==> src/rtl/bd_chip_emulator.sv <==
// BD chip stand-in: echoes loopback words, applies control words, emits periodic spikes upstream.
// Optional BD_EMU_DROP_CTR_EN enables a saturating counter of unrecognised downstream words.
module bd_chip_emulator #(
  parameter int          NDN          = 21,
  parameter int          NUP          = 34,
  parameter int          ECHO_DEPTH   = 4,
  parameter int          NADDR        = 12,
  parameter logic [4:0]  ECHO_CODE    = 5'd31,
  parameter logic [4:0]  CTRL_CODE    = 5'd30,
  parameter logic [5:0]  UP_ECHO_CODE = 6'd63,
  parameter logic [5:0]  UP_SPK_CODE  = 6'd0
) (
  input  logic           clk,
  input  logic           reset,
  input  logic           p_reset,
  input  logic [NDN-1:0] dn_d,
  input  logic           dn_v,
  output logic           dn_a,
  output logic [NUP-1:0] up_d,
  output logic           up_v,
  input  logic           up_a,
  output logic [15:0]    drop_ct
);

  localparam int AW = $clog2(ECHO_DEPTH);

  logic [4:0]     code;
  logic [15:0]    payload;
  logic           accept, push, is_ctrl;

  logic [15:0]    fifo_mem [ECHO_DEPTH];
  logic [AW:0]    wr_ptr, rd_ptr;
  logic           fifo_full, fifo_empty;

  logic           spike_en, pending, wrap;
  logic [14:0]    period, ctr;
  logic [NADDR-1:0] addr;
  logic           rr;
  logic           load, take_echo, take_spike, contended;

  assign code    = dn_d[NDN-1:NDN-5];
  assign payload = dn_d[15:0];

  assign fifo_empty = (wr_ptr == rd_ptr);
  assign fifo_full  = (wr_ptr[AW] != rd_ptr[AW]) && (wr_ptr[AW-1:0] == rd_ptr[AW-1:0]);

  // During emulated chip reset every word is acked and swallowed.
  assign dn_a    = p_reset | ~fifo_full;
  assign accept  = dn_v & dn_a & ~p_reset;
  assign push    = accept & (code == ECHO_CODE);
  assign is_ctrl = accept & (code == CTRL_CODE);

  assign wrap = (period != 15'd0) && (ctr == period - 15'd1);

  // rr = 0 means the echo FIFO wins the next contended grant.
  assign load       = (~up_v | up_a) & ~p_reset;
  assign contended  = ~fifo_empty & pending;
  assign take_echo  = load & ~fifo_empty & (~pending | ~rr);
  assign take_spike = load & pending & (fifo_empty | rr);

  always_ff @(posedge clk or negedge reset) begin
    if (!reset) begin
      wr_ptr <= '0;
      rd_ptr <= '0;
    end else if (p_reset) begin
      wr_ptr <= '0;
      rd_ptr <= '0;
    end else begin
      if (push)      wr_ptr <= wr_ptr + {{AW{1'b0}}, 1'b1};
      if (take_echo) rd_ptr <= rd_ptr + {{AW{1'b0}}, 1'b1};
    end
  end

  always_ff @(posedge clk) begin
    if (push) fifo_mem[wr_ptr[AW-1:0]] <= payload;
  end

  always_ff @(posedge clk or negedge reset) begin
    if (!reset) begin
      spike_en <= 1'b0;
      period   <= '0;
      ctr      <= '0;
      pending  <= 1'b0;
      addr     <= '0;
    end else if (p_reset) begin
      spike_en <= 1'b0;
      period   <= '0;
      ctr      <= '0;
      pending  <= 1'b0;
      addr     <= '0;
    end else begin
      if (is_ctrl) begin
        spike_en <= payload[0];
        period   <= payload[15:1];
        ctr      <= '0;
      end else if (wrap || period == 15'd0) begin
        ctr <= '0;
      end else begin
        ctr <= ctr + 15'd1;
      end
      // A new wrap wins over the issue of the previous spike; wraps never queue.
      if (wrap && spike_en) pending <= 1'b1;
      else if (take_spike)  pending <= 1'b0;
      if (take_spike) addr <= addr + NADDR'(1);
    end
  end

  always_ff @(posedge clk or negedge reset) begin
    if (!reset) begin
      up_v <= 1'b0;
      up_d <= '0;
      rr   <= 1'b0;
    end else begin
      if (take_echo) begin
        up_v <= 1'b1;
        up_d <= {UP_ECHO_CODE, {(NUP-22){1'b0}}, fifo_mem[rd_ptr[AW-1:0]]};
      end else if (take_spike) begin
        up_v <= 1'b1;
        up_d <= {UP_SPK_CODE, {(NUP-6-NADDR){1'b0}}, addr};
      end else if (~up_v | up_a) begin
        up_v <= 1'b0;
      end
      if (load && contended) rr <= ~rr;
    end
  end

`ifdef BD_EMU_DROP_CTR_EN
  logic        drop;
  logic [15:0] drop_q;

  assign drop = accept & (code != ECHO_CODE) & (code != CTRL_CODE);

  always_ff @(posedge clk or negedge reset) begin
    if (!reset)                            drop_q <= '0;
    else if (p_reset)                      drop_q <= '0;
    else if (drop && drop_q != 16'hFFFF)   drop_q <= drop_q + 16'd1;
  end

  assign drop_ct = drop_q;
`else
  assign drop_ct = 16'h0000;
`endif

endmodule

==> config.mk <==
export PLATFORM = sky130hd
export DESIGN_NAME = bd_chip_emulator
export DESIGN_NICKNAME = d
export VERILOG_FILES = /design/src/rtl/bd_chip_emulator.sv
export SDC_FILE = /design/constraint.sdc
export NUM_CORES = 1
export LEC_CHECK = 0
export CAP_MARGIN = 10
export CORE_MARGIN = 2
export CORE_UTILIZATION = 52
export CTS_BUF_LIST = sky130_fd_sc_hd__clkbuf_4 sky130_fd_sc_hd__clkbuf_8
export CTS_CLUSTER_SIZE = 16
export DETAILED_ROUTE_END_ITERATION = 10
export PLACE_DENSITY = 0.78
export SETUP_SLACK_MARGIN = 0.2
export SKIP_LAST_GASP = 1
export SYNTH_ARGS = -nofsm -noshare
export SYNTH_HDL_FRONTEND = slang
export SYNTH_SLANG_ARGS = --single-unit
export TNS_END_PERCENT = 100
==> constraint.sdc <==
create_clock -name clk -period 2.45 [get_ports clk]
set_input_delay 0.49 -clock clk [delete_from_list [all_inputs] [get_ports clk]]
set_output_delay 0.49 -clock clk [all_outputs]
set_load 0.02 [all_outputs]
==> flow_metrics.env, run 1 <==
export IMPL_power_density_nw_per_um2=603
export IMPL_vdd_drop_max_mv=0.295
export IMPL_synth_top_area_share_pct=29.7
export IMPL_coreArea_sq_um=12100
export IMPL_regToRegSetupSlack_ps=-80
export IMPL_clock_sinks=133
export IMPL_p_leak_nw=3.23
export IMPL_dieArea_sq_um=13400
export IMPL_clkPwrFrac_pct=36.0
export IMPL_worstSetupEndpointType="flop"
export IMPL_slew_violations=0
export IMPL_report_final_setup_viol=16
export IMPL_synth_most_common_cell="dfrtp_1"
export IMPL_via_per_inst=5.45
export IMPL_maxSlewHeadroom_pct=57.4
export IMPL_die_h_um=116
export IMPL_drcViolationCount=0
export IMPL_drt_total_wl_um=14000
export IMPL_overflow=0
export IMPL_seqCellArea_sq_um=3650
export IMPL_crit_fanout=15
export IMPL_grt_pass1_vias=4416
export IMPL_insertion_delay_ps=450
export IMPL_setup_tns_final_ps=-959
export IMPL_cts_buffer_depth=2
export IMPL_power_switching_mw=1.23
export IMPL_grt_max_degree=31
export IMPL_rsz0062_at_grt="yes"
export IMPL_first_pass_iters=5
export IMPL_yosys_most_used_dff="dfrtp_1"
export IMPL_cap_violations=0
export IMPL_synth_edf_count=64
export IMPL_nNetsFinal=663
export IMPL_failed_checks="negative setup slack"
export IMPL_period_needed_ps=2530
export IMPL_critPathLaunchType="flop"
export IMPL_skew_ps=13.5
export IMPL_r2r_start="period[1]"
export IMPL_start_util_pct=53.5
export IMPL_synth_commonest_cells="69 x dfrtp_1, 64 x edfxtp_1, 50 x nand2_1, 34 x buf_4, 34 x nor2_1"
export IMPL_antenna_found_initial=0
export IMPL_period_share_pct=103
export IMPL_synth_compound_area_share_pct=5.52
export IMPL_fmax_mhz=395
export IMPL_synth_top_family_by_area="simple AND/OR/NAND/NOR gates"
export IMPL_netSwitchingFraction_pct=25.7
export IMPL_cts_made_buffers=17
export IMPL_p_int_mw=3.56
export IMPL_synth_xor_xnor_area_share_pct=5.54
export IMPL_yosys_mux_area_fraction_pct=8.57
export IMPL_drive_above_1_share_pct=21.7
export IMPL_via_count=4407
export IMPL_gp_congestion=0.934
export IMPL_synth_adder_area_share_pct=1.74
export IMPL_multi_input_area_sq_um=2730
export IMPL_rr_worst_depth=7
export IMPL_io_pins=78
export IMPL_clk_pin_slew_ps=70
export IMPL_min_path_type="input port to asynchronous set/reset pin"
export IMPL_synthSimpleGateAreaFrac_pct=15.9
export IMPL_seq_area_frac_synth_pct=56.3
export IMPL_pwr_share_comb_pct=12.9
export IMPL_synthCells=535
export IMPL_synth_area_leaders="edfxtp_1 30%, dfrtp_1 27%, mux4_2 5.6%, buf_4 3.9%, xor2_1 3.1%"
export IMPL_io_buffers=49
export IMPL_ys_warnings_count=0
export IMPL_avgSynthCellArea_sq_um=12.1
export IMPL_ys_seq_elements=133
export IMPL_std_cell_rows=40
export IMPL_cts_tree="done"
export IMPL_grt_first_pass_wirelength_um=21900
export IMPL_hold_buffers=0
export IMPL_hold_viol=0
export IMPL_ant_nets=0
export IMPL_hpwl_um=9650
export IMPL_synth_area_sq_um=6480
export IMPL_setup_ws_ps=-82.5
export IMPL_status="finished, violations left"
export IMPL_r2r_end="ctr[9]"
export IMPL_cts_root_buffer="clkbuf_8"
export IMPL_holdWs_ps=17.7
export IMPL_path_class="flop to flop"
export IMPL_diodes=0
export IMPL_nFillCells=917
export IMPL_worst_slew_pin_transition_ps=637
export IMPL_grt_total_usage_pct=21.6
export IMPL_wire_per_inst_um=17.3
export IMPL_ys_types=54
export IMPL_power_frac_seq_pct=51.1
export IMPL_yosys_area_top_type="edfxtp_1"
export IMPL_critical_path_required_ps=2790
export IMPL_first_iter_violations=354
export IMPL_cts_htree_levels=4
export IMPL_preCtsSetupSlack_ps=-173
export IMPL_async_reset_ff_share_pct=51.9
export IMPL_area_delta_synth_final_pct=22.6
export IMPL_worstPathArrival_ps=2870
export IMPL_die_w_um=116
[state kept, by name, summed over array words and instances, names as in the netlist]
name      count
addr         12
ctr          15
fifo_mem     64
pending       1
period       15
rd_ptr        3
rr            1
spike_en      1
up_d         17
up_v          1
wr_ptr        3
[worst max path at each step]
stage / depth (start not counted) / endpoint / slack [ps] / startpoint
global route: 13 / ctr[9] / -200 / period[1]
global placement: 5 / fifo_mem[3][12] / -140 / dn_d[19]
CTS: 7 / ctr[9] / -50 / period[1]
floorplan: 7 / ctr[13] / 80 / period[3]
detailed placement: 5 / fifo_mem[3][12] / -170 / dn_d[18]
finish: 7 / ctr[9] / -80 / period[1]
[layer usage]
layer,wire [um],track usage [%],vias to the layer above
li1,-,-,2052
met1,5730,26.3,2188
met2,7350,37.5,147
met3,688,5.28,20
met4,233,7.86,0
met5,0,0,-
[logic make-up (layout without fill, tap and decap cells)]
kind of cell	after synthesis	count (layout)
buffers and inverters	71	144
AOI/OAI and AO/OA	58	58
and+or+nand+nor	187	193
muxes	35	35
DFF	133	133
xor gates and xnor gates	41	41
other	1	28
adders and majority gates	9	9
[cell type report]
| cell class | count | share of cell area (%) |
|---|---|---|
| inverter | 13 | 0.614 |
| tap | 168 | 2.65 |
| sequential | 133 | 45.9 |
| multi-input combinational | 364 | 34.4 |
| timing repair buffer | 99 | 11.6 |
| clock inverter | 12 | 1.32 |
| clock buffer | 20 | 3.46 |
[critical path, cell delays in order (launching register included)]
cell and delay [ps]:
dfrtp_1 400, or4_4 570, or3_4 400, mux2_4 320, a211oi_4 270, nor4_4 90, buf_12 170, nor4_2 220
[metrics by stage]
stage | utilization [%] | cells | power [mW] | cell area [sq um]
3_5_place_dp | 60.6 | 760 | 3.11 | 7340
5_1_grt | 65.6 | 809 | 4.96 | 7950
3_3_place_gp | 60.6 | 760 | 3.09 | 7340
6_report | 65.6 | 809 | 4.79 | 7950
4_1_cts | 64.5 | 800 | 4.80 | 7810
2_1_floorplan | - | 562 | 2.87 | 6660
[power groups by stage]
stage | combinational, mW | sequential, mW | clock, mW
global route | 0.668 | 2.46 | 1.83
global placement | 0.599 | 2.49 | 0
detailed placement | 0.610 | 2.50 | 0
floorplan | 0.300 | 2.57 | 0
CTS | 0.614 | 2.45 | 1.74
finish | 0.619 | 2.45 | 1.72
[what timing repair did]
action	in CTS	in global routing
gates resized for setup	7	16
setup buffers	6	5
cloned	2	4
pin swaps	5	9
endpoints found under the setup margin	82	97
[layout by cell type, fill, tap and decap left out, types with 4 or more instances in the layout]
cell,netlist,final
nor4_1,7,4
o21ai_0,32,30
nor2_1,34,32
a21oi_1,4,4
mux2i_1,18,18
dfrtp_1,69,69
nor2b_1,4,4
and2_4,0,8
nand2b_1,19,19
mux4_2,16,16
edfxtp_1,64,64
xor2_1,23,21
o31ai_1,6,6
clkdlybuf4s50_1,0,47
conb_1,1,28
or3_1,5,4
inv_1,13,13
nor3_1,7,6
buf_12,0,4
nand4_1,7,7
or4_1,9,9
nand3b_1,4,4
clkbuf_8,0,20
nand2_1,50,50
xnor2_1,18,17
nand3_1,12,12
nor4_2,2,4
ha_1,9,9
clkinvlp_4,0,4
buf_4,34,43
Note: power is estimated with default switching activity, not from simulation.
==> inputs of run 2 (changes only) <==
--- a/config.mk
+++ b/config.mk
@@ -12,7 +12,6 @@
 export CTS_CLUSTER_SIZE = 16
 export DETAILED_ROUTE_END_ITERATION = 10
 export PLACE_DENSITY = 0.78
-export SETUP_SLACK_MARGIN = 0.2
 export SKIP_LAST_GASP = 1
 export SYNTH_ARGS = -nofsm -noshare
 export SYNTH_HDL_FRONTEND = slang
==> run 2 against run 1 <==
Against the previous run:
- the flow still finishes with violations (negative setup slack)
- first-iteration DRC count is 12% lower
- worst setup slack worse by 26 ps
- register-to-register slack worse by 30 ps
- die area stayed put
- worst hold slack better by 38 ps
- sequential power hardly changed
- core utilization is 1.8 points higher
- sequential share of layout area is 1.2 points lower
- critical path depth is 1 higher
- clock skew is 2.0 ps lower
==> flow_metrics.env, run 2 (synthesis gave the netlist of run 1 again) <==
export IMPL_cts_root_buffer="clkbuf_8"
export IMPL_skew_ps=11.5
export IMPL_fmax_mhz=391
export IMPL_drt_total_wl_um=13600
export IMPL_antenna_found_initial=0
export IMPL_wire_per_inst_um=16.6
export IMPL_area_delta_synth_final_pct=26.1
export IMPL_holdWs_ps=55.3
export IMPL_start_util_pct=53.5
export IMPL_io_buffers=49
export IMPL_layout_commonest_cell="dfrtp_1"
export IMPL_std_cell_rows=40
export IMPL_nFillCells=869
export IMPL_via_per_inst=5.31
export IMPL_grt_max_degree=44
export IMPL_io_pins=78
export IMPL_critPathSlowestCell="or4_4"
export IMPL_preCtsSetupSlack_ps=-428
export IMPL_failed_checks="negative setup slack"
export IMPL_period_share_pct=104
export IMPL_diodes=0
export IMPL_clk_pin_slew_ps=80
export IMPL_cap_violations=0
export IMPL_insertion_delay_ps=440
export IMPL_gp_congestion=0.851
export IMPL_grt_total_usage_pct=21.7
export IMPL_ant_nets=0
export IMPL_rsz0062_at_grt="yes"
export IMPL_drcViolationCount=0
export IMPL_critPathLaunchType="flop"
export IMPL_report_final_setup_viol=11
export IMPL_die_h_um=116
export IMPL_hpwl_um=9380
export IMPL_path_class="flop to flop"
export IMPL_grt_pass1_vias=4465
export IMPL_cts_buffer_depth=2
export IMPL_cts_made_buffers=17
export IMPL_drive_above_1_share_pct=24.3
export IMPL_via_count=4345
export IMPL_vdd_drop_max_mv=0.313
export IMPL_critPathMaxStageDelay_ps=550
export IMPL_clock_sinks=133
export IMPL_crit_chain="or4_4, or3_4, mux2_4, a211oi_4, nor4_4, buf_4, buf_6, nor4_4"
export IMPL_status="finished, violations left"
export IMPL_worstPathArrival_ps=2900
export IMPL_crit_top_cell="nor4_4"
export IMPL_die_w_um=116
export IMPL_critical_path_required_ps=2790
export IMPL_first_pass_iters=4
export IMPL_hold_buffers=0
export IMPL_first_iter_violations=310
export IMPL_power_density_nw_per_um2=601
export IMPL_min_path_type="input port to asynchronous set/reset pin"
export IMPL_setup_ws_ps=-108
export IMPL_crit_fanout=4
export IMPL_worst_slew_pin_transition_ps=602
export IMPL_seqCellArea_sq_um=3650
export IMPL_period_needed_ps=2560
export IMPL_hold_viol=0
export IMPL_nNetsFinal=673
export IMPL_slew_violations=0
export IMPL_coreArea_sq_um=12100
export IMPL_cts_tree="done"
export IMPL_worstSetupEndpointType="flop"
export IMPL_grt_first_pass_wirelength_um=22200
export IMPL_maxSlewHeadroom_pct=59.9
export IMPL_final_cell_mix="69 x dfrtp_1, 64 x edfxtp_1, 55 x buf_4"
export IMPL_p_leak_nw=3.35
export IMPL_largest_reg_flops=64
export IMPL_overflow=0
export IMPL_dieArea_sq_um=13400
export IMPL_multi_input_area_sq_um=2770
export IMPL_cts_htree_levels=4
==> run 2: cell count changes in the layout (fill, tap and decap cells not counted), moves of 3 or more <==
cell	delta
buf_4	+12
and2_2	+3
and2_4	-8
buf_12	+3
nor4_4	+5
nor4_2	-3
==> run 2: through the flow <==
step | instances | setup TNS [ps] | power, mW | util [%] | area, sq um
floorplan | 562 | -41.6 | 2.86 | - | 6590
global placement | 774 | -18380 | 3.09 | 61.2 | 7410
detailed placement | 774 | -19300 | 3.10 | 61.2 | 7410
CTS | 814 | -688 | 4.93 | 66.1 | 8000
global route | 819 | -1710 | 5.10 | 67.4 | 8170
finish | 819 | -696 | 4.91 | 67.4 | 8170
==> run 2: layer usage <==
| metal | track usage, % | wire length, um | vias up |
|---|---|---|---|
| li1 | - | - | 2069 |
| met1 | 27.2 | 5700 | 2153 |
| met2 | 38.0 | 7160 | 107 |
| met3 | 5.07 | 588 | 16 |
| met4 | 5.79 | 171 | 0 |
| met5 | 0 | 0 | - |
==> run 2: power breakdown <==
part / switching (mW) / internal (mW) / total [mW]
registers: 0.0423 / 2.40 / 2.45
clock network: 0.833 / 0.998 / 1.83
logic: 0.343 / 0.286 / 0.629
==> run 2: worst paths after layout <==
check	startpoint	endpoint	slack, ps	cells after the start
setup / recovery	period[2]	ctr[1]	-110	8
hold / removal	reset	up_d[2]	60	1
setup reg to reg	period[2]	ctr[1]	-110	8
hold reg to reg	up_d[2]	up_d[2]	480	2
max in group asynchronous	reset	period[0]	1730	2
min in group clk	up_d[2]	up_d[2]	480	2
==> run 2: worst max-delay path: cells and delay by family, from the launching register on <==
kind,cells,cell delay (ps)
buffers and inverters,2,290
and+or+nand+nor,4,1190
muxes,1,320
AOI/OAI and AO/OA,1,290
DFF,1,380
==> run 2: layout make-up <==
class | instances | area share, %
clock inverter | 11 | 1.52
timing repair buffer | 115 | 13.3
sequential | 133 | 44.7
multi-input combinational | 358 | 33.9
inverter | 13 | 0.598
tap | 168 | 2.57
clock buffer | 21 | 3.46
==> run 2: repair_timing <==
item,in CTS,in global routing
buffers inserted,8,5
resized for setup,21,23
pin swaps,14,9
hold endpoints to repair,0,0
endpoints found under the setup margin,17,84
==> inputs of run 3 (changes only) <==
--- a/config.mk
+++ b/config.mk
@@ -11,7 +11,8 @@
 export CTS_BUF_LIST = sky130_fd_sc_hd__clkbuf_4 sky130_fd_sc_hd__clkbuf_8
 export CTS_CLUSTER_SIZE = 16
 export DETAILED_ROUTE_END_ITERATION = 10
-export PLACE_DENSITY = 0.78
+export HOLD_SLACK_MARGIN = 0.12
+export PLACE_DENSITY = 0.87
 export SKIP_LAST_GASP = 1
 export SYNTH_ARGS = -nofsm -noshare
 export SYNTH_HDL_FRONTEND = slang
==> run 3 against run 2 <==
Against the previous run:
- die area unchanged
- cell area down 2.1%
- the run still ends with negative setup slack left
- sequential share of layout area up 1.0 points
- critical endpoint is now ctr[9]
- largest cell class unchanged
- combinational power down 0.6%
- worst hold slack better by 420 ps
==> flow_metrics.env, run 3 (synthesis gave the netlist of run 1 again) <==
export IMPL_status="finished, violations left"
export IMPL_failed_checks="negative setup slack"
export IMPL_hpwl_um=9840
export IMPL_rr_worst_depth=7
export IMPL_critPathLaunchType="flop"
export IMPL_crit_chain="or4_4, or3_4, mux2_4, a211oi_4, nor4_4, buf_6, nor4_2"
export IMPL_clock_sinks=133
export IMPL_cp_depth=7
export IMPL_cp_num_buf_inv=1
export IMPL_maxSlewHeadroom_pct=60.4
export IMPL_gp_congestion=0.892
export IMPL_wire_per_inst_um=17.1
export IMPL_nNetsFinal=664
export IMPL_seqCellArea_sq_um=3650
export IMPL_grt_total_usage_pct=22.5
export IMPL_grt_first_pass_wirelength_um=22700
export IMPL_preCtsSetupSlack_ps=-354
export IMPL_cap_violations=0
export IMPL_cts_tree="done"
export IMPL_start_util_pct=53.5
export IMPL_slew_violations=0
export IMPL_skew_ps=7.98
export IMPL_first_iter_violations=281
export IMPL_grt_max_degree=46
export IMPL_overflow=0
export IMPL_critPathSlowestCell="or4_4"
export IMPL_cts_buffer_depth=2
export IMPL_crit_start="period[1]"
export IMPL_p_leak_nw=3.25
export IMPL_holdWs_ps=480
export IMPL_antenna_found_initial=0
export IMPL_drcViolationCount=0
export IMPL_regToRegSetupSlack_ps=-130
export IMPL_period_needed_ps=2580
export IMPL_r2r_start="period[1]"
export IMPL_hold_start="up_d[1]"
export IMPL_fmax_mhz=388
export IMPL_worstPathArrival_ps=2930
export IMPL_cts_htree_levels=4
export IMPL_cts_made_buffers=17
export IMPL_drt_total_wl_um=13800
export IMPL_rsz0062_at_grt="yes"
export IMPL_power_density_nw_per_um2=592
export IMPL_ant_nets=0
export IMPL_via_per_inst=5.38
export IMPL_period_share_pct=105
export IMPL_vdd_drop_max_mv=0.287
export IMPL_std_cell_rows=40
export IMPL_cts_root_buffer="clkbuf_8"
export IMPL_multi_input_area_sq_um=2720
export IMPL_setup_ws_ps=-131
export IMPL_first_pass_iters=4
export IMPL_diodes=0
export IMPL_nFillCells=880
export IMPL_area_delta_synth_final_pct=23.3
export IMPL_worstSetupEndpointType="flop"
export IMPL_layout_commonest_cell="dfrtp_1"
export IMPL_crit_fanout=7
export IMPL_die_w_um=116
export IMPL_worst_slew_pin_transition_ps=584
export IMPL_dieArea_sq_um=13400
export IMPL_coreArea_sq_um=12100
export IMPL_critPathMaxStageDelay_ps=550
export IMPL_report_final_setup_viol=16
export IMPL_final_cell_mix="67 x dfrtp_1, 64 x edfxtp_1, 50 x nand2_1"
export IMPL_r2r_end="ctr[9]"
export IMPL_critical_path_required_ps=2800
export IMPL_io_buffers=49
export IMPL_min_path_type="flop to flop"
export IMPL_drive_above_1_share_pct=23.4
export IMPL_hold_viol=0
export IMPL_critPathTopFamily="simple AND/OR/NAND/NOR gates"
export IMPL_die_h_um=116
export IMPL_via_count=4357
export IMPL_insertion_delay_ps=440
export IMPL_path_class="flop to flop"
export IMPL_io_pins=78
export IMPL_largest_reg_flops=64
export IMPL_crit_path_end="ctr[9]"
export IMPL_clk_pin_slew_ps=80
export IMPL_grt_pass1_vias=4555
-- run 3: worst min-delay path by stage --
stage	end	cells past startpoint	slack, ps
after CTS	up_d[1]	2	480
after global routing	up_d[0]	2	520
final	up_d[1]	2	480
after global placement	up_d[1]	2	460
after detailed placement	up_d[10]	2	470
after floorplan	addr[0]	0	190
-- run 3: metal layers --
layer / vias up / routed length [um] / global-route usage, %
li1: 2052 / - / -
met5: - / 0 / 0
met2: 144 / 6990 / 37.6
met1: 2135 / 5830 / 28.5
met3: 26 / 725 / 4.55
met4: 0 / 306 / 10.6
-- run 3: timing repair --
action / CTS / global route
setup endpoints to repair: 82 / 95
endpoints found under the hold margin: 24 / 0
pin swaps: 10 / 16
hold buffers: 1 / 0
setup buffers: 7 / 4
gates resized for setup: 21 / 15
-- run 3: cell type report --
class,count,share of cell area (%)
sequential,133,45.7
inverter,13,0.611
timing repair buffer,106,12.6
multi-input combinational,358,34.0
clock inverter,14,1.41
tap,168,2.63
clock buffer,18,3.10
-- run 3: metrics by stage --
step / utilization, % / cell area (sq um) / instances / total power, mW / TNS [ps]
2_1_floorplan: - / 6590 / 562 / 2.86 / -41.6
3_3_place_gp: 60.7 / 7350 / 766 / 3.08 / -18630
3_5_place_dp: 60.7 / 7350 / 766 / 3.10 / -25190
4_1_cts: 65.2 / 7900 / 806 / 4.76 / -943
5_1_grt: 66.0 / 7990 / 810 / 4.91 / -3040
6_report: 66.0 / 7990 / 810 / 4.73 / -1450
-- run 3: tightest hold or removal path, stage by stage (launching register included) --
cell,delay (ps)
dfrtp_1,340
nand2_1,40
o21ai_0,60
-- run 3: report_power, final --
| group | internal, mW | switching (mW) | leakage, nW |
|---|---|---|---|
| clock network | 0.812 | 0.845 | 0.170 |
| registers | 2.40 | 0.0433 | 1.52 |
| logic | 0.282 | 0.343 | 1.56 |
==> variant 1, RTL diff (flow settings as in run 3) <==
Add an input register stage for `dn_d`, `dn_v` and `up_a`, cleared by the reset; this delays them by one clock.
--- a/src/rtl/bd_chip_emulator.sv
+++ b/src/rtl/bd_chip_emulator.sv
@@ -24,6 +24,22 @@
 
   localparam int AW = $clog2(ECHO_DEPTH);
 
+  logic [NDN-1:0] dn_d_q;
+  logic dn_v_q;
+  logic up_a_q;
+
+  always_ff @(posedge clk or negedge reset) begin
+    if (!reset) begin
+      dn_d_q <= '0;
+      dn_v_q <= '0;
+      up_a_q <= '0;
+    end else begin
+      dn_d_q <= dn_d;
+      dn_v_q <= dn_v;
+      up_a_q <= up_a;
+    end
+  end
+
   logic [4:0]     code;
   logic [15:0]    payload;
   logic           accept, push, is_ctrl;
@@ -38,22 +54,22 @@
   logic           rr;
   logic           load, take_echo, take_spike, contended;
 
-  assign code    = dn_d[NDN-1:NDN-5];
-  assign payload = dn_d[15:0];
+  assign code    = dn_d_q[NDN-1:NDN-5];
+  assign payload = dn_d_q[15:0];
 
   assign fifo_empty = (wr_ptr == rd_ptr);
   assign fifo_full  = (wr_ptr[AW] != rd_ptr[AW]) && (wr_ptr[AW-1:0] == rd_ptr[AW-1:0]);
 
   // During emulated chip reset every word is acked and swallowed.
   assign dn_a    = p_reset | ~fifo_full;
-  assign accept  = dn_v & dn_a & ~p_reset;
+  assign accept  = dn_v_q & dn_a & ~p_reset;
   assign push    = accept & (code == ECHO_CODE);
   assign is_ctrl = accept & (code == CTRL_CODE);
 
   assign wrap = (period != 15'd0) && (ctr == period - 15'd1);
 
   // rr = 0 means the echo FIFO wins the next contended grant.
-  assign load       = (~up_v | up_a) & ~p_reset;
+  assign load       = (~up_v | up_a_q) & ~p_reset;
   assign contended  = ~fifo_empty & pending;
   assign take_echo  = load & ~fifo_empty & (~pending | ~rr);
   assign take_spike = load & pending & (fifo_empty | rr);
@@ -117,7 +133,7 @@
       end else if (take_spike) begin
         up_v <= 1'b1;
         up_d <= {UP_SPK_CODE, {(NUP-6-NADDR){1'b0}}, addr};
-      end else if (~up_v | up_a) begin
+      end else if (~up_v | up_a_q) begin
         up_v <= 1'b0;
       end
       if (load && contended) rr <= ~rr;
Formal check against the unedited RTL: not equivalent (Yosys sat finds a counterexample within 4 cycles, from zero or initial values and one cycle with reset low).
==> variant 1 against run 3 <==
- the run still ends with negative setup slack left
- final cell count is 1.2% lower
- clock power is 19% higher
- final area is 2.7% higher
- power is 16% higher
- core utilization is 1.7 points lower
- critical path depth is 3 higher
- routed wire length is 8.4% lower
- area after synthesis is 5.9% higher
- sequential share of layout area is 5.8 points higher
- die area is 5.7% higher
- sequential cell count is 23 higher
- setup slack better by 0.082 ns
- hold slack worse by 0.0038 ns
- highest routed layer unchanged
==> variant 1: results <==
export IMPL_power_internal_mw=4.15
export IMPL_routed_wl_met2_mm=6.55
export IMPL_holdWs_ns=0.476
export IMPL_gp_congestion=0.913
export IMPL_synthTopCellsByArea="dfrtp_1, edfxtp_1, mux4_2"
export IMPL_wire_per_inst_um=15.8
export IMPL_setup_viol=15
export IMPL_violations="negative setup slack"
export IMPL_min_to="dn_d_q[5]"
export IMPL_ys_seq_area_share_pct=61.5
export IMPL_layout_nets=650
export IMPL_dpl_cell_area_mm2=0.00762
export IMPL_syn_area_per_cell_um2=12.6
export IMPL_cts_htree_levels=4
export IMPL_grt_max_degree=47
export IMPL_post_dp_hpwl_mm=8.80
export IMPL_synth_xor_area_share_pct=6.64
export IMPL_hp_class="input pin to register"
export IMPL_cts_path_max_buffers=2
export IMPL_dr_pass1_iters=7
export IMPL_cp_data_arrival_time_ns=2.88
export IMPL_placed_cells=762
export IMPL_cp_max_fo=3
export IMPL_vias_per_cell=5.24
export IMPL_drt_iter0_drc=359
export IMPL_wirelength_met1_mm=5.29
export IMPL_synthMuxAreaShare_pct=7.58
export IMPL_r2r_end="pending"
export IMPL_status="finished, violations left"
export IMPL_highest_layer="met4"
export IMPL_synth_fa_ha_area_share_pct=1.64
export IMPL_hold_path_startpoint="dn_d[5]"
export IMPL_hold_depth=1
export IMPL_fin_skew_ns=0.00897
export IMPL_setup_slack_ns=-0.0482
export IMPL_synthDistinctLibCells=48
export IMPL_grt_pass1_vias=4215
export IMPL_r2r_cells=10
export IMPL_grt_pass1_wl_mm=21.0
export IMPL_async_reset_ff_share_pct=59.0
export IMPL_antenna_diode_count=0
export IMPL_drc_errors=0
export IMPL_yosysWarnings=0
export IMPL_peakVddDrop_v=0.000473
export IMPL_wl_met3_um=681
export IMPL_clk_latency_ns=0.45
export IMPL_leakagePower_nw=3.39
export IMPL_grt_use_total_pct=19.1
export IMPL_fin_cells=800
export IMPL_drive_gt1_share_pct=17.0
export IMPL_synth_common_cells="dfrtp_1, edfxtp_1, nand2_1"
export IMPL_synth_compound_area_share_pct=4.32
export IMPL_dominantRegCellSynth="dfrtp_1"
export IMPL_slew_headroom_pct=57.9
-- variant 1: logic make-up after synthesis --
kind of cell             Yosys count
buffers and inverters             69
multiplexers                      32
flip-flops                       156
AO/OA/AOI/OAI                     50
adder cells (fa/ha/maj)            9
other                              1
XOR/XNOR                          52
AND/OR/NAND/NOR                  174
-- variant 1: metal layers --
metal  vias up  GRT usage (%)
li1       1978              -
met1      2067           24.9
met2       128           31.6
met3        16           4.69
met4         0           6.10
met5         -              0
-- variant 1: metrics by stage --
step	worst slack [ns]	TNS [ns]	utilization (%)
2_1_floorplan	0.0263	0	-
3_3_place_gp	0.0150	0	59.7
3_5_place_dp	-0.0548	-1.44	59.7
4_1_cts	-0.0101	-0.0250	63.2
5_1_grt	-0.138	-1.66	64.3
6_report	-0.0482	-0.320	64.3
-- variant 1: repair_timing --
item | in CTS | in global routing
hold buffers | 1 | 0
endpoints found under the hold margin | 21 | 0
setup buffers | 0 | 4
pin swaps | 0 | 4
gates cloned | 0 | 1
gates resized for setup | 5 | 25
endpoints found under the setup margin | 17 | 17
-- variant 1: how the worst max path moves through the flow --
stage | cells past startpoint | endpoint | startpoint | slack [ns]
finish | 10 | pending | period[1] | -0.05
CTS | 7 | ctr[12] | period[9] | -0.01
floorplan | 9 | ctr[10] | period[0] | 0.03
global placement | 6 | fifo_mem[2][13] | p_reset | 0.02
global route | 10 | ctr[12] | period[1] | -0.14
detailed placement | 6 | fifo_mem[2][15] | p_reset | -0.05
-- variant 1: worst max-delay path, cell delays in order, from the launching register on --
cell,delay (ns)
dfrtp_1,0.40
inv_2,0.10
ha_4,0.14
nor3b_4,0.24
buf_4,0.16
xnor2_2,0.11
a32oi_1,0.09
or4_4,0.51
nor4_4,0.36
buf_4,0.18
a32o_1,0.15
-- variant 1: area by class of cell --
class,instances,area [um2]
well taps,172,215
multi-input cells,345,2490
clock buffers,19,255
clock inverters,13,166
flip-flops and latches,156,4230
fillers,871,4560
inverters,14,52.6
repair buffers,81,803
-- variant 1: power groups by stage --
stage / sequential (mW) / clock (mW) / combinational (mW)
5_1_grt: 2.90 / 2.13 / 0.659
3_3_place_gp: 2.93 / 0 / 0.605
6_report: 2.88 / 1.98 / 0.615
3_5_place_dp: 2.94 / 0 / 0.612
4_1_cts: 2.88 / 2.03 / 0.616
2_1_floorplan: 3.01 / 0 / 0.293
==> variant 2, RTL diff (settings of run 3) <==
Made on the original files. Build with the macro `BD_EMU_DROP_CTR_EN` defined.
--- a/src/rtl/bd_chip_emulator.sv
+++ b/src/rtl/bd_chip_emulator.sv
@@ -1,5 +1,7 @@
 // BD chip stand-in: echoes loopback words, applies control words, emits periodic spikes upstream.
 // Optional BD_EMU_DROP_CTR_EN enables a saturating counter of unrecognised downstream words.
+`define BD_EMU_DROP_CTR_EN
+
 module bd_chip_emulator #(
   parameter int          NDN          = 21,
   parameter int          NUP          = 34,
Behaviour: not the same (a bounded check fails within 4 cycles, from zero or initial values and one cycle with reset low).
==> variant 2 against run 3 <==
- routed wire length rose by 14%
- highest routed layer unchanged
- sequential cell count increased by 16
- count of clock-buffer cells in the layout stayed put
- critical endpoint is now pending
- final area increased by 5.9%
- area after synthesis increased by 9.7%
- power is 5.4% higher
- sequential power is 10% higher
- hold slack better by 0.0039 ns
- setup slack gained 0.16 ns
==> variant 2: results <==
export IMPL_finish_instance_area_mm2=0.00846
export IMPL_vias_per_cell=5.77
export IMPL_dr_pass1_iters=5
export IMPL_numCtsBuffers=17
export IMPL_r2r_setup_slack_ns=0.03
export IMPL_grtUsageMet3_pct=5.22
export IMPL_peakVddDrop_v=0.000326
export IMPL_ys_seq_area_share_pct=57.0
export IMPL_wire_per_inst_um=18.0
export IMPL_met1_usage_pct=28.1
export IMPL_post_cts_buffers=2
export IMPL_gp_congestion=0.924
export IMPL_fin_skew_ns=0.0118
export IMPL_clk_latency_ns=0.45
export IMPL_grt_use_total_pct=23.0
export IMPL_r2r_cells=9
export IMPL_hold_depth=2
export IMPL_grt_pass1_vias=5142
export IMPL_worstSetupStartpoint="period[0]"
export IMPL_status="finished clean"
export IMPL_path_clk_slew_ns=0.09
export IMPL_port_buffer_count=65
export IMPL_cts_hold_buf=1
export IMPL_min_to="up_d[5]"
export IMPL_met2_usage_pct=39.4
export IMPL_drive_gt1_share_pct=13.5
export IMPL_layout_nets=727
export IMPL_grt_max_degree=51
export IMPL_grt_pass1_wl_mm=25.8
export IMPL_preCtsSetupSlack_ns=-0.212
export IMPL_max_stage_delay_ns=0.48
export IMPL_antenna_found_initial=0
export IMPL_hp_class="register to register"
export IMPL_post_dp_hpwl_mm=10.9
export IMPL_hold_path_startpoint="up_d[5]"
export IMPL_cp_max_fo=6
export IMPL_clock_root_buffer="clkbuf_8"
export IMPL_cts_resized=1
export IMPL_synth_common_cells="nand2_1, dfrtp_1, edfxtp_1"
export IMPL_yosysWarnings=0
export IMPL_period_share_pct=98.7
export IMPL_leakagePower_nw=3.52
export IMPL_dpl_cell_area_mm2=0.00805
export IMPL_drt_iter0_drc=724
export IMPL_async_reset_ff_share_pct=57.0
export IMPL_largest_register_ffs=64
export IMPL_synth_edff_count=64
export IMPL_r2r_end="pending"
export IMPL_synthDistinctLibCells=53
export IMPL_cts_path_max_buffers=2
export IMPL_cp_slowest_cell="or3b_2"
export IMPL_critical_path_top_delay_family="compound AO/OA/AOI/OAI gates"
export IMPL_worst_slew_pin_slew_ns=0.516
export IMPL_synthTopCellsByArea="dfrtp_1, edfxtp_1, mux4_2"
export IMPL_cp_data_arrival_time_ns=2.76
export IMPL_antenna_diode_count=0
## variant 2: cell types whose count changed after synthesis, sizes merged, moves of 5 or more
| cell | run 3 | this run |
|---|---|---|
| o21ai | 32 | 27 |
| and3 | 3 | 8 |
| nor2 | 34 | 53 |
| nor4 | 10 | 5 |
| nand3 | 12 | 25 |
| xor2 | 23 | 33 |
| xnor2 | 18 | 26 |
| dfrtp | 69 | 85 |
| nand2 | 50 | 88 |
| nand4 | 7 | 22 |
| buf | 42 | 31 |
| nand2b | 19 | 2 |
| a21oi | 4 | 11 |
| or4 | 11 | 1 |
## variant 2: logic make-up after synthesis
family	count (synthesis)	share of synthesized area (%)
other	1	0.0527
multiplexers	31	7.18
AND/OR/NAND/NOR	245	17.1
buffers and inverters	59	4.49
flip-flops	149	57.0
XOR/XNOR	59	7.37
adder cells (fa/ha/maj)	10	1.76
AO/OA/AOI/OAI	56	5.12
## variant 2: where the power goes
part | leakage [nW] | internal [mW] | switching [mW] | total (mW)
logic | 1.60 | 0.251 | 0.314 | 0.566
registers | 1.75 | 2.66 | 0.0432 | 2.70
clock network | 0.166 | 0.736 | 0.984 | 1.72
## variant 2: per-layer routing
layer	vias up	wire, um
li1	2288	-
met3	68	1060
met1	2478	6100
met2	246	8150
met4	0	535
met5	-	0
## variant 2: stage by stage
| stage | instances | hold slack, ns |
|---|---|---|
| final | 880 | 0.484 |
| after detailed placement | 845 | 0.472 |
| after global placement | 845 | 0.461 |
| after CTS | 880 | 0.491 |
| after floorplan | 621 | 0.194 |
| after global routing | 880 | 0.520 |
## variant 2: layout make-up
class / count / area [um2]
Clock buffer: 18 / 241
Clock inverter: 14 / 120
Fill cell: 912 / 4830
Inverter: 14 / 52.6
Multi-Input combinational cell: 413 / 2800
Sequential cell: 149 / 4050
Tap cell: 176 / 220
Timing Repair Buffer: 96 / 978
